[src/rtl/decode_lock_window.sv]
// Lock-mask window decoder: scans a tap lock mask one bit per cycle and reports
// the longest contiguous run of locked taps (min, max, range, centre), optionally circular.
//
// state | meaning
// IDLE  | waiting for start; results held
// SCAN  | one mask bit per cycle, tracking current and best runs
// FINAL | convert best run into tap outputs, pulse done_out
// DONE  | one cycle of recovery before accepting the next start
module decode_lock_window #(
  parameter int MASK_W    = 32,
  parameter bit WRAP_EN   = 1'b0,
  parameter int MIN_RANGE = 1,
  localparam int IDX_W    = $clog2(MASK_W),
  localparam int RNG_W    = $clog2(MASK_W + 1)
) (
  input  logic              px_clk,
  input  logic              px_reset_n,
  input  logic              start,
  input  logic              clear,
  input  logic [MASK_W-1:0] lock_mask_din,
  output logic              busy_out,
  output logic [IDX_W-1:0]  delay_min_dout,
  output logic [IDX_W-1:0]  delay_max_dout,
  output logic [RNG_W-1:0]  delay_range_dout,
  output logic [IDX_W-1:0]  delay_center_dout,
  output logic              valid_out,
  output logic              done_out
);

  localparam int SCAN_N = WRAP_EN ? (2 * MASK_W - 1) : MASK_W;
  localparam int CNT_W  = $clog2(2 * MASK_W);

  localparam logic [CNT_W-1:0] SCAN_LAST = CNT_W'(SCAN_N - 1);
  localparam logic [IDX_W-1:0] TAP_LAST  = IDX_W'(MASK_W - 1);
  localparam logic [RNG_W-1:0] LEN_MAX   = RNG_W'(MASK_W);
  localparam logic [RNG_W-1:0] LEN_OK    = RNG_W'(MIN_RANGE);
  localparam logic [RNG_W:0]   ONE_S     = (RNG_W + 1)'(1);
  localparam logic [RNG_W:0]   MASK_S    = (RNG_W + 1)'(MASK_W);

  typedef enum logic [1:0] {IDLE, SCAN, FINAL, DONE} state_t;

  state_t             state;
  logic [MASK_W-1:0]  mask_q;
  logic [CNT_W-1:0]   scan_cnt;
  logic [IDX_W-1:0]   tap;
  logic [RNG_W-1:0]   cur_len;
  logic [IDX_W-1:0]   cur_start;
  logic [RNG_W-1:0]   best_len;
  logic [IDX_W-1:0]   best_start;

  logic               bit_now;
  logic [RNG_W-1:0]   len_nxt;
  logic [IDX_W-1:0]   start_nxt;
  logic               take_best;

  logic [RNG_W:0]     start_s;
  logic [RNG_W:0]     last_ofs;
  logic [RNG_W:0]     end_raw;
  logic [RNG_W:0]     mid_raw;
  logic [IDX_W-1:0]   max_tap;
  logic [IDX_W-1:0]   mid_tap;

  // Run tracking; run length saturates at MASK_W so the second wrap pass cannot outgrow a full ring.
  always_comb begin
    bit_now   = mask_q[tap];
    len_nxt   = '0;
    start_nxt = cur_start;
    if (bit_now) begin
      if (cur_len == '0) start_nxt = tap;
      len_nxt = (cur_len == LEN_MAX) ? cur_len : cur_len + 1'b1;
    end
    take_best = (len_nxt > best_len);
  end

  // Both sums stay below 2*MASK_W, so one conditional subtract gives the modulo for any MASK_W.
  always_comb begin
    start_s  = (RNG_W + 1)'(best_start);
    last_ofs = {1'b0, best_len} - ONE_S;
    end_raw  = start_s + last_ofs;
    mid_raw  = start_s + (last_ofs >> 1);
    if (end_raw >= MASK_S) end_raw = end_raw - MASK_S;
    if (mid_raw >= MASK_S) mid_raw = mid_raw - MASK_S;
    max_tap  = IDX_W'(end_raw);
    mid_tap  = IDX_W'(mid_raw);
  end

  always_ff @(posedge px_clk or negedge px_reset_n) begin
    if (!px_reset_n) begin
      state             <= IDLE;
      mask_q            <= '0;
      scan_cnt          <= '0;
      tap               <= '0;
      cur_len           <= '0;
      cur_start         <= '0;
      best_len          <= '0;
      best_start        <= '0;
      busy_out          <= 1'b0;
      delay_min_dout    <= '0;
      delay_max_dout    <= '0;
      delay_range_dout  <= '0;
      delay_center_dout <= '0;
      valid_out         <= 1'b0;
      done_out          <= 1'b0;
    end else begin
      done_out <= 1'b0;
      if (clear) begin
        state    <= IDLE;
        busy_out <= 1'b0;
      end else begin
        case (state)
          IDLE: begin
            if (start) begin
              mask_q     <= lock_mask_din;
              scan_cnt   <= SCAN_LAST;
              tap        <= '0;
              cur_len    <= '0;
              cur_start  <= '0;
              best_len   <= '0;
              best_start <= '0;
              busy_out   <= 1'b1;
              state      <= SCAN;
            end
          end
          SCAN: begin
            cur_len   <= len_nxt;
            cur_start <= start_nxt;
            if (take_best) begin
              best_len   <= len_nxt;
              best_start <= start_nxt;
            end
            tap <= (tap == TAP_LAST) ? '0 : tap + 1'b1;
            if (scan_cnt == '0) state <= FINAL;
            else                scan_cnt <= scan_cnt - 1'b1;
          end
          FINAL: begin
            delay_range_dout <= best_len;
            if (best_len == '0) begin
              delay_min_dout    <= '0;
              delay_max_dout    <= '0;
              delay_center_dout <= '0;
              valid_out         <= 1'b0;
            end else begin
              delay_min_dout    <= best_start;
              delay_max_dout    <= max_tap;
              delay_center_dout <= mid_tap;
              valid_out         <= (best_len >= LEN_OK);
            end
            done_out <= 1'b1;
            busy_out <= 1'b0;
            state    <= DONE;
          end
          DONE: begin
            state <= IDLE;
          end
          default: state <= IDLE;
        endcase
      end
    end
  end

endmodule

[config.mk]
export PLATFORM = sky130hd
export DESIGN_NAME = decode_lock_window
export DESIGN_NICKNAME = d
export VERILOG_FILES = /design/src/rtl/decode_lock_window.sv
export SDC_FILE = /design/constraint.sdc
export NUM_CORES = 1
export LEC_CHECK = 0
export BUFFER_PORTS_ARGS = -buffer_cell sky130_fd_sc_hd__buf_4
export CAP_MARGIN = 30
export CORE_MARGIN = 2
export CORE_UTILIZATION = 58
export DETAILED_ROUTE_END_ITERATION = 10
export PLACE_DENSITY = 0.8
export SYNTH_ARGS = -nofsm -noshare
export SYNTH_HDL_FRONTEND = slang
export SYNTH_SLANG_ARGS = --single-unit
[constraint.sdc]
create_clock -name px_clk -period 3.4 [get_ports px_clk]
set_clock_uncertainty 0.2 [all_clocks]
set_input_delay 0.17 -clock px_clk [delete_from_list [all_inputs] [get_ports px_clk]]
set_output_delay 0.17 -clock px_clk [all_outputs]
set_load 0.05 [all_outputs]
# Word level (Yosys, flattened, before mapping)
# Cells that the tools add are included.
classes:
  div: 0
  n_eq_ne: 10
  muxes: 34
  add_sub_neg: 8
  n_bitwise: 1
  reduce_logical: 13
  magnitude_cmp: 5
  n_shift: 0
  n_mul: 0
op_table:
  columns: ["op", "n"]
  rows:
  - ["two-way mux 5 bit", 10]
  - ["two-way mux 6 bit", 6]
  - ["case mux 6 bit (2 select lines)", 3]
  - ["case mux 5 bit (2 select lines)", 3]
  - ["logical NOT 6 bit", 3]
  - ["greater-or-equal comparator 7 x 6 -> 1 bit, second input constant", 2]
  - ["subtractor 5 x 1 -> 5 bit, second input constant", 2]
  - ["case mux 2 bit (4 select lines)", 1]
  - ["AND reduction 4 bit", 2]
  - ["adder 5 x 6 -> 7 bit", 1]
  - ["adder 5 x 7 -> 7 bit", 1]
  - ["subtractor 6 x 1 -> 7 bit, second input constant", 1]
  - ["adder 6 x 1 -> 6 bit, second input constant", 1]
  - ["== test 6 bit, second input constant", 1]
  - ["greater-or-equal comparator 6 x 1 -> 1 bit, second input constant", 1]
  - ["> comparator 6 bit", 1]
  - ["< comparator 5 x 6 -> 1 bit, second input constant", 1]
  - ["two-way mux 1 bit", 6]
  - ["two-way mux 2 bit", 3]
  - ["!= test 2 bit, second input constant", 3]
  - ["!= test 3 bit, second input constant", 2]
  - ["AND reduction 2 bit", 3]
  - ["AND reduction 3 bit", 2]
  - ["subtractor 6 x 1 -> 6 bit, second input constant", 1]
  - ["other kinds (10)", 11]
word_totals:
  output_inout_bits: 24
  ff_bits: 91
  in_bits: 36
  n_memories: 0
  word_cells: 86
  ram_bits: 0
  latch_bits: 0
  mem_bits_ro: 0

# Longest topological paths before layout
# Gate-level depths: netlist of the first run.
logic_depth:
  word_depth: 6
  mapped_depth: 17
  depth_no_buf: 14

# Worst setup path before layout of the first run
# Ideal clock, no wire load.
synth_timing:
  path_kind: "flip-flop to flip-flop"
  from: "register tap[0]"
  to: "register best_len[3]"
  setup_ps: 64
  t_arrival_ps: 2827
  path_slack_ps: 309
  path_stages_with_launch: 18
  period_less_slack_ps: 3091
  path_buffers: 4
  cell_sequence: "dfrtp_1 buf_6 buf_12 mux2i_1 a22oi_1 and4b_1 a22oi_1 and2_4 buf_6 nor2b_1 ha_1 nor2b_1 o21ai_0 nand3_1 o2111ai_1 clkbuf_1 o211a_1 a21o_1"
synth_via:
  elab_chain_len: 6
  word_cells_on_any_way: 8
  cone_classes: "order compare: 1; eq/ne: 1; mux: 5; reduce/logical: 1"
synth_rtl:
  columns: ["element", "line", "text"]
  rows:
  - ["start: declaration", "45", "logic [IDX_W-1:0] tap;"]
  - ["start signal: assignment", "131", "tap <= (tap == TAP_LAST) ? '0 : tap + 1'b1;"]
  - ["binary-select mux 1 bit (select 5 bit) (*)", "65", "bit_now = mask_q[tap];"]
  - ["two-way mux 1 bit (not written as such) (*)", "65", null]
  - ["two-way mux 6 bit (*)", "68", "if (bit_now) begin"]
  - ["> comparator 6 bit", "72", "take_best = (len_nxt > best_len);"]
  - ["!= test 2 bit (no source line)", null, null]
  - ["AND reduction 4 bit (no source line)", null, null]
  - ["end signal: assignment", "128", "best_len <= len_nxt;"]
  - ["end: declaration", "48", "logic [RNG_W-1:0] best_len;"]
# Every way passes the cells marked *; elsewhere a longest branch is shown, timed or not. The select of a mux whose other input is x is not followed.
# A chain may end at the register's enable or synchronous reset.

# Final worst setup path of the first run
layout_timing:
  from: "register tap[0]"
  to: "register best_len[2]"
# Same word-level chain as after synthesis.

==> impl_metrics.toml, run 1 <==
[worst_setup_path]
cp-end-kind = "register"
timing.rr.start = "tap[0]"
path_cells = "buf_12 > mux2i_1 > a211oi_1 > and3_1 > a31oi_4 > and2_4 > nor3_4 > ha_1 > and3_1 > o21ai_0 > nand3_1 > o2111ai_4 > nor2_1 > buf_4 > a32o_1"
cp_num_buf_inv = 2
critPathLaunchType = "register"
r2r_slack_ns = 0.16
reg2reg_depth = 15
cp.required_ns = 3.45
cpPeakStageDelay_ns = 0.47
crit_family = "simple AND/OR/NAND/NOR gates"
cpMostUsedCell = "and3_1"
cpMaxStageDelayCell = "dfrtp_2"
critPathArrivalTime_ns = 3.28
path_class = "register to register"
critPathMaxFanout = 7
crit-reg2reg-capture = "best_len[2]"

[detailed_routing]
wl_um = 10700
first_pass_iters = 4
drt_iter0_markers = 130
route.detailed.drc = 0
drtAntennaViolNets = 0
viasPerCell = 5.60
num_vias = 3733
avgRoutedWirePerCell_um = 16.1

[floorplan]
die_height_um = 95.4
core_um2 = 8180
placementRows = 33
start_util_pct = 59.2
io_pins = 60
die_x_um = 95.4
dieArea_um2 = 9100

[clocking]
path_clk_slew_ns = 0.08
clock_sinks = 91
htree_levels = 3
insertion_delay_ns = 0.35
cts_made_buffers = 9
clockBufferDepth = 2
cts_tree = "built"
clockRootBuffer = "clkbuf_8"

[power_and_ir_drop]
total_leakage_power_nw = 2.86
swShare_pct = 39.4
p_seq_share_pct = 36.0
peakVddDrop_mv = 0.390
comb_power_share_pct = 48.7
p_per_area_nw_per_um2 = 754
p_clk_share_pct = 15.3
finalPower_mw = 4.62
p_int_mw = 2.80
p_sw_mw = 1.82

[sta]
fmax_ghz = 0.309
setup_viol = 0
drv_slew = 0
slew_headroom_pct = 55.6
fin_crit_sh_pct = 95.2
tns_ns = 0
tightest_slew_ns = 0.666
min_period_ns = 3.24
hold_viol_final = 0

[synthesis]
synth-seq-cells = 91
yosys_warnings = 0
yosysTopAreaCell = "dfrtp_1"
yosysSeqAreaShare_pct = 47.0
syn-num-nets = 511
synth.area.top_cells = "dfrtp_1, mux2_2, ha_1"
syn_area_per_cell_um2 = 10.8
syn-cell-area_um2 = 4840
netlist.area_leader.share_pct = 47.0
yosysUniqueCellTypes = 54
synthCells = 448

[layout]
fin_nets = 622
n_antenna_cell = 0
syn_to_final_growth_pct = 26.5
drive_above_1_share_pct = 27.2

[grt]
grt_overflow_total = 0
grt_pass1_vias = 3740
antenna_found_initial = 0
grt_max_degree = 39
groute.usage.overall_pct = 24.8
grt_pass1_wl_um = 17400

[placed_design]
gp_congestion = 0.895
hpwl_um = 7330
io_buffers = 59

[run]
maxCapViolations = 0

[hold_path]
hp-class = "primary input to async pin"

[outcome]
status = "complete, no violations"
[cells in the final DEF, fill, tap and decap left out, types with 8 or more instances in the layout]
cell           instances
o21ai_0               24
mux2i_1               23
nand2_1               46
a21oi_1               12
dlygate4sd3_1         35
mux2_2                32
xnor2_1               13
clkbuf_8              10
a21o_1                 9
a22o_1                 8
buf_4                 82
nor2_1                15
inv_1                 20
nand2b_1               9
ha_1                  25
xor2_1                 9
nand3_1               13
o21ai_1                9
dfrtp_1               90
[cells by family (layout without fill, tap and decap cells)]
family,Yosys count,after routing,synth area share [%]
adder cells (fa/ha/maj),27,27,7.28
multiplexers,58,58,12.8
XOR/XNOR,22,22,3.98
flip-flops,91,91,47.0
AO/OA/AOI/OAI,90,90,12.6
buffers and inverters,42,155,4.16
AND/OR/NAND/NOR,118,119,12.2
[area by class of cell]
class	count	area, µm²
flip-flops and latches	91	2280
clock buffers	12	145
clock inverters	2	37.5
inverters	21	78.8
multi-input cells	316	2430
well taps	105	131
repair buffers	120	1020
fillers	539	2050
[cells in the mapped netlist (all sizes together)]
| cell | n |
|---|---|
| nor2 | 15 |
| o32ai | 1 |
| o31a | 1 |
| nor4b | 1 |
| o211ai | 4 |
| nor2b | 6 |
| and2 | 7 |
| o21ai | 33 |
| o31ai | 5 |
| nand4 | 2 |
| o211a | 2 |
| nor3b | 1 |
| a32o | 1 |
| o2111ai | 1 |
| xnor2 | 13 |
| or2 | 1 |
| fa | 2 |
| nand2 | 47 |
| o21a | 1 |
| mux2i | 26 |
| a21o | 9 |
| nor4 | 1 |
| nor3 | 6 |
| nand3b | 1 |
| a22oi | 5 |
| a21oi | 14 |
| a22o | 8 |
| a31oi | 2 |
| nand3 | 13 |
| a211oi | 1 |
| and3 | 5 |
| clkbuf | 11 |
| xor2 | 9 |
| o22ai | 2 |
| buf | 10 |
| ha | 25 |
| or3 | 1 |
| dfrtp | 91 |
| mux2 | 32 |
| and4b | 1 |
| inv | 21 |
| nand2b | 10 |
[sequential cells by signal, indices dropped and copies added (netlist names), 6 cells and up]
name	flops
mask_q	32
best_len	6
cur_len	6
delay_range_dout	6
scan_cnt	6
[through the flow]
stage	hold slack [ns]	util, %	cells	area [µm²]	worst slack [ns]
after floorplan	-0.326	-	448	4840	0.309
after global placement	-0.0714	66.6	609	5440	0.177
after detailed placement	-0.0648	66.6	609	5440	0.0110
after CTS	0.0895	73.2	658	5980	0.00289
after global routing	0.140	74.9	667	6130	-0.0173
final	0.0893	74.9	667	6130	0.162
[power by group through the flow]
stage	Sequential (mW)	Clock [mW]	Combinational (mW)
after floorplan	1.84	0	1.33
after global placement	1.64	0	1.97
after detailed placement	1.67	0	2.04
after CTS	1.64	0.721	2.09
after global routing	1.70	0.762	2.46
final	1.66	0.708	2.25
[how the worst max path moves through the flow]
stage                start           to  cells after the start
global route        tap[0]  best_len[4]                     15
floorplan           tap[0]  best_len[3]                     17
CTS                 tap[0]  best_len[4]                     15
finish              tap[0]  best_len[2]                     15
detailed placement  tap[0]  best_len[5]                     15
global placement    tap[1]  best_len[5]                     14
[metal layers]
metal | wire length (µm) | vias to the layer above | track usage [%]
met5 | 0 | - | 0
met4 | 329 | 0 | 11.2
met3 | 341 | 28 | 3.40
met2 | 5570 | 98 | 45.3
met1 | 4470 | 1817 | 28.7
li1 | - | 1790 | -
[repair_timing]
action | 4_1_cts | 5_1_grt
endpoints found under the setup margin | 2 | 11
pin swaps | 0 | 3
resized for setup | 1 | 15
endpoints found under the hold margin | 67 | 0
buffers inserted | 0 | 7
cloned | 0 | 2
hold buffers | 35 | 0
No activity file was read; power rests on OpenSTA's default activity.
==> run 2: changes to the inputs <==
Settings changed: BUFFER_PORTS_ARGS -buffer_cell sky130_fd_sc_hd__buf_4 to -buffer_cell sky130_fd_sc_hd__buf_2.
==> run 2 against run 1 <==
Clock-buffer cell count shrank 1. Hold slack got worse by 0.053 ns. Utilization is 2.6 points lower. Setup slack better by 0.020 ns. Clock power grew 9.3%. Sequential cell count is the same. Via count decreased by 0.94%. Total power down 1.6%. Wire length fell by 0.35%. Sequential power about the same. Combinational power down 5%. First-iteration DRC count increased by 30%.
==> impl_metrics.toml, run 2 (synthesis results as in run 1) <==
[power_and_ir_drop]
peakVddDrop_mv = 0.495
p_per_area_nw_per_um2 = 769
finalPower_mw = 4.55
total_leakage_power_nw = 2.80

[sta]
hold_viol_final = 0
fin_crit_sh_pct = 94.6
setup_viol = 0
fmax_ghz = 0.311
tightest_slew_ns = 0.689
min_period_ns = 3.22
drv_slew = 0
slew_headroom_pct = 54.1

[clocking]
clockBufferDepth = 2
cts_tree = "built"
cts_made_buffers = 9
insertion_delay_ns = 0.36
clock_sinks = 91
htree_levels = 3
clockRootBuffer = "clkbuf_8"
path_clk_slew_ns = 0.10

[worst_setup_path]
cp-end-kind = "register"
cpMostUsedCell = "buf_4"
cpPeakStageDelay_ns = 0.42
crit_family = "compound AO/OA/AOI/OAI gates"
path_cells = "buf_4 > clkbuf_16 > mux2i_1 > a22oi_1 > a31oi_4 > and2_4 > nor2b_2 > ha_1 > nor2b_1 > o21ai_0 > nand3_1 > o2111ai_4 > inv_2 > buf_4 > o32ai_1"
critPathMaxFanout = 11
reg2reg_depth = 15
r2r_slack_ns = 0.18
cp_num_buf_inv = 4
critPathArrivalTime_ns = 3.28
critPathLaunchType = "register"
cp.required_ns = 3.46
path_class = "register to register"
timing.rr.start = "tap[0]"
crit-reg2reg-capture = "best_start[1]"
cpMaxStageDelayCell = "dfrtp_1"

[detailed_routing]
first_pass_iters = 4
num_vias = 3698
route.detailed.drc = 0
viasPerCell = 5.62
wl_um = 10700
avgRoutedWirePerCell_um = 16.2
drt_iter0_markers = 169
drtAntennaViolNets = 0

[layout]
drive_above_1_share_pct = 25.7
fin_nets = 611
n_antenna_cell = 0
mostFrequentLayoutCell = "dfrtp_1"
syn_to_final_growth_pct = 22.1
fill_cells = 585
stdcell_area_um2 = 5910
largest_reg_flops = 32
mostFrequentLayoutCells = "dfrtp_1, buf_2, nand2_1"
largest-register = "mask_q"

[grt]
grt_overflow_total = 0
grt_pass1_vias = 3791
antenna_found_initial = 0
groute.usage.overall_pct = 25.3
grt_pass1_wl_um = 17700
grt_max_degree = 55

[floorplan]
core_um2 = 8180
dieArea_um2 = 9100
io_pins = 60
die_x_um = 95.4
placementRows = 33
start_util_pct = 59.2
die_height_um = 95.4

[placed_design]
postPlaceCellArea_um2 = 5250
hpwl_um = 7260
gp_congestion = 0.887
io_buffers = 59

[run]
maxCapViolations = 0

[outcome]
status = "complete, no violations"

[hold_path]
worstHoldStart = "start"
holdPathEnd = "scan_cnt[5]"
min_path_cells = 4
hp-class = "primary input to register"
-- run 2: changes by cell type in the layout (fill, tap and decap cells not counted), moves of 2 or more --
| cell | before | now |
|---|---|---|
| buf_2 | 0 | 58 |
| buf_4 | 82 | 14 |
| clkbuf_1 | 2 | 0 |
| mux2i_1 | 23 | 26 |
| mux2i_2 | 3 | 0 |
-- run 2: worst max path at each step --
stage / from / end / cells after the start
3_5_place_dp: tap[2] / best_len[5] / 14
4_1_cts: tap[0] / best_len[5] / 15
2_1_floorplan: tap[0] / best_len[3] / 17
5_1_grt: tap[2] / best_len[4] / 14
6_report: tap[0] / best_start[1] / 15
3_3_place_gp: tap[0] / best_len[5] / 15
-- run 2: stage by stage --
stage	hold slack (ns)	instances	setup TNS, ns	util (%)	worst slack (ns)
after floorplan	-0.326	448	0	-	0.309
after global placement	0.0470	602	0	64.2	0.161
after detailed placement	0.0531	602	-0.0348	64.2	-0.0348
after CTS	0.0244	654	0	71.2	0.0659
after global routing	0.0725	658	-0.00941	72.3	-0.00941
final	0.0365	658	0	72.3	0.182
-- run 2: repair_timing --
item / in CTS / in global routing
cloned: 0 / 2
pin swaps: 0 / 2
resized for setup: 2 / 10
hold buffers: 35 / 0
endpoints found under the hold margin: 87 / 0
setup buffers: 1 / 2
setup endpoints to repair: 4 / 11
-- run 2: worst register-to-register path, stage by stage, from the launching register on --
cell and delay [ns]:
dfrtp_1 0.42, buf_4 0.15, clkbuf_16 0.16, mux2i_1 0.13
a22oi_1 0.27, a31oi_4 0.14, and2_4 0.21, nor2b_2 0.16
ha_1 0.27, nor2b_1 0.14, o21ai_0 0.14, nand3_1 0.14
o2111ai_4 0.14, inv_2 0.08, buf_4 0.15, o32ai_1 0.21
-- run 2: per-layer routing --
metal	vias up	routed length [µm]	share of wire [%]	track usage, %
met5	-	0	0	0
met4	0	237	2.2	10.5
met3	24	377	3.5	3.48
met2	99	5640	53	47.4
met1	1810	4420	41	28.8
li1	1765	-	-	-
-- run 2: area by class of cell --
cell class | count | area, µm² | share of cell area (%)
tap | 105 | 131 | 2.22
clock buffer | 11 | 151 | 2.56
timing repair buffer | 109 | 791 | 13.4
sequential | 91 | 2280 | 38.5
inverter | 21 | 78.8 | 1.33
clock inverter | 5 | 60.1 | 1.02
multi-input combinational | 316 | 2420 | 41.0
-- run 2: report_power, final --
part	switching, mW	internal, mW
combinational	1.21	0.920
clock	0.391	0.383
sequential	0.230	1.41
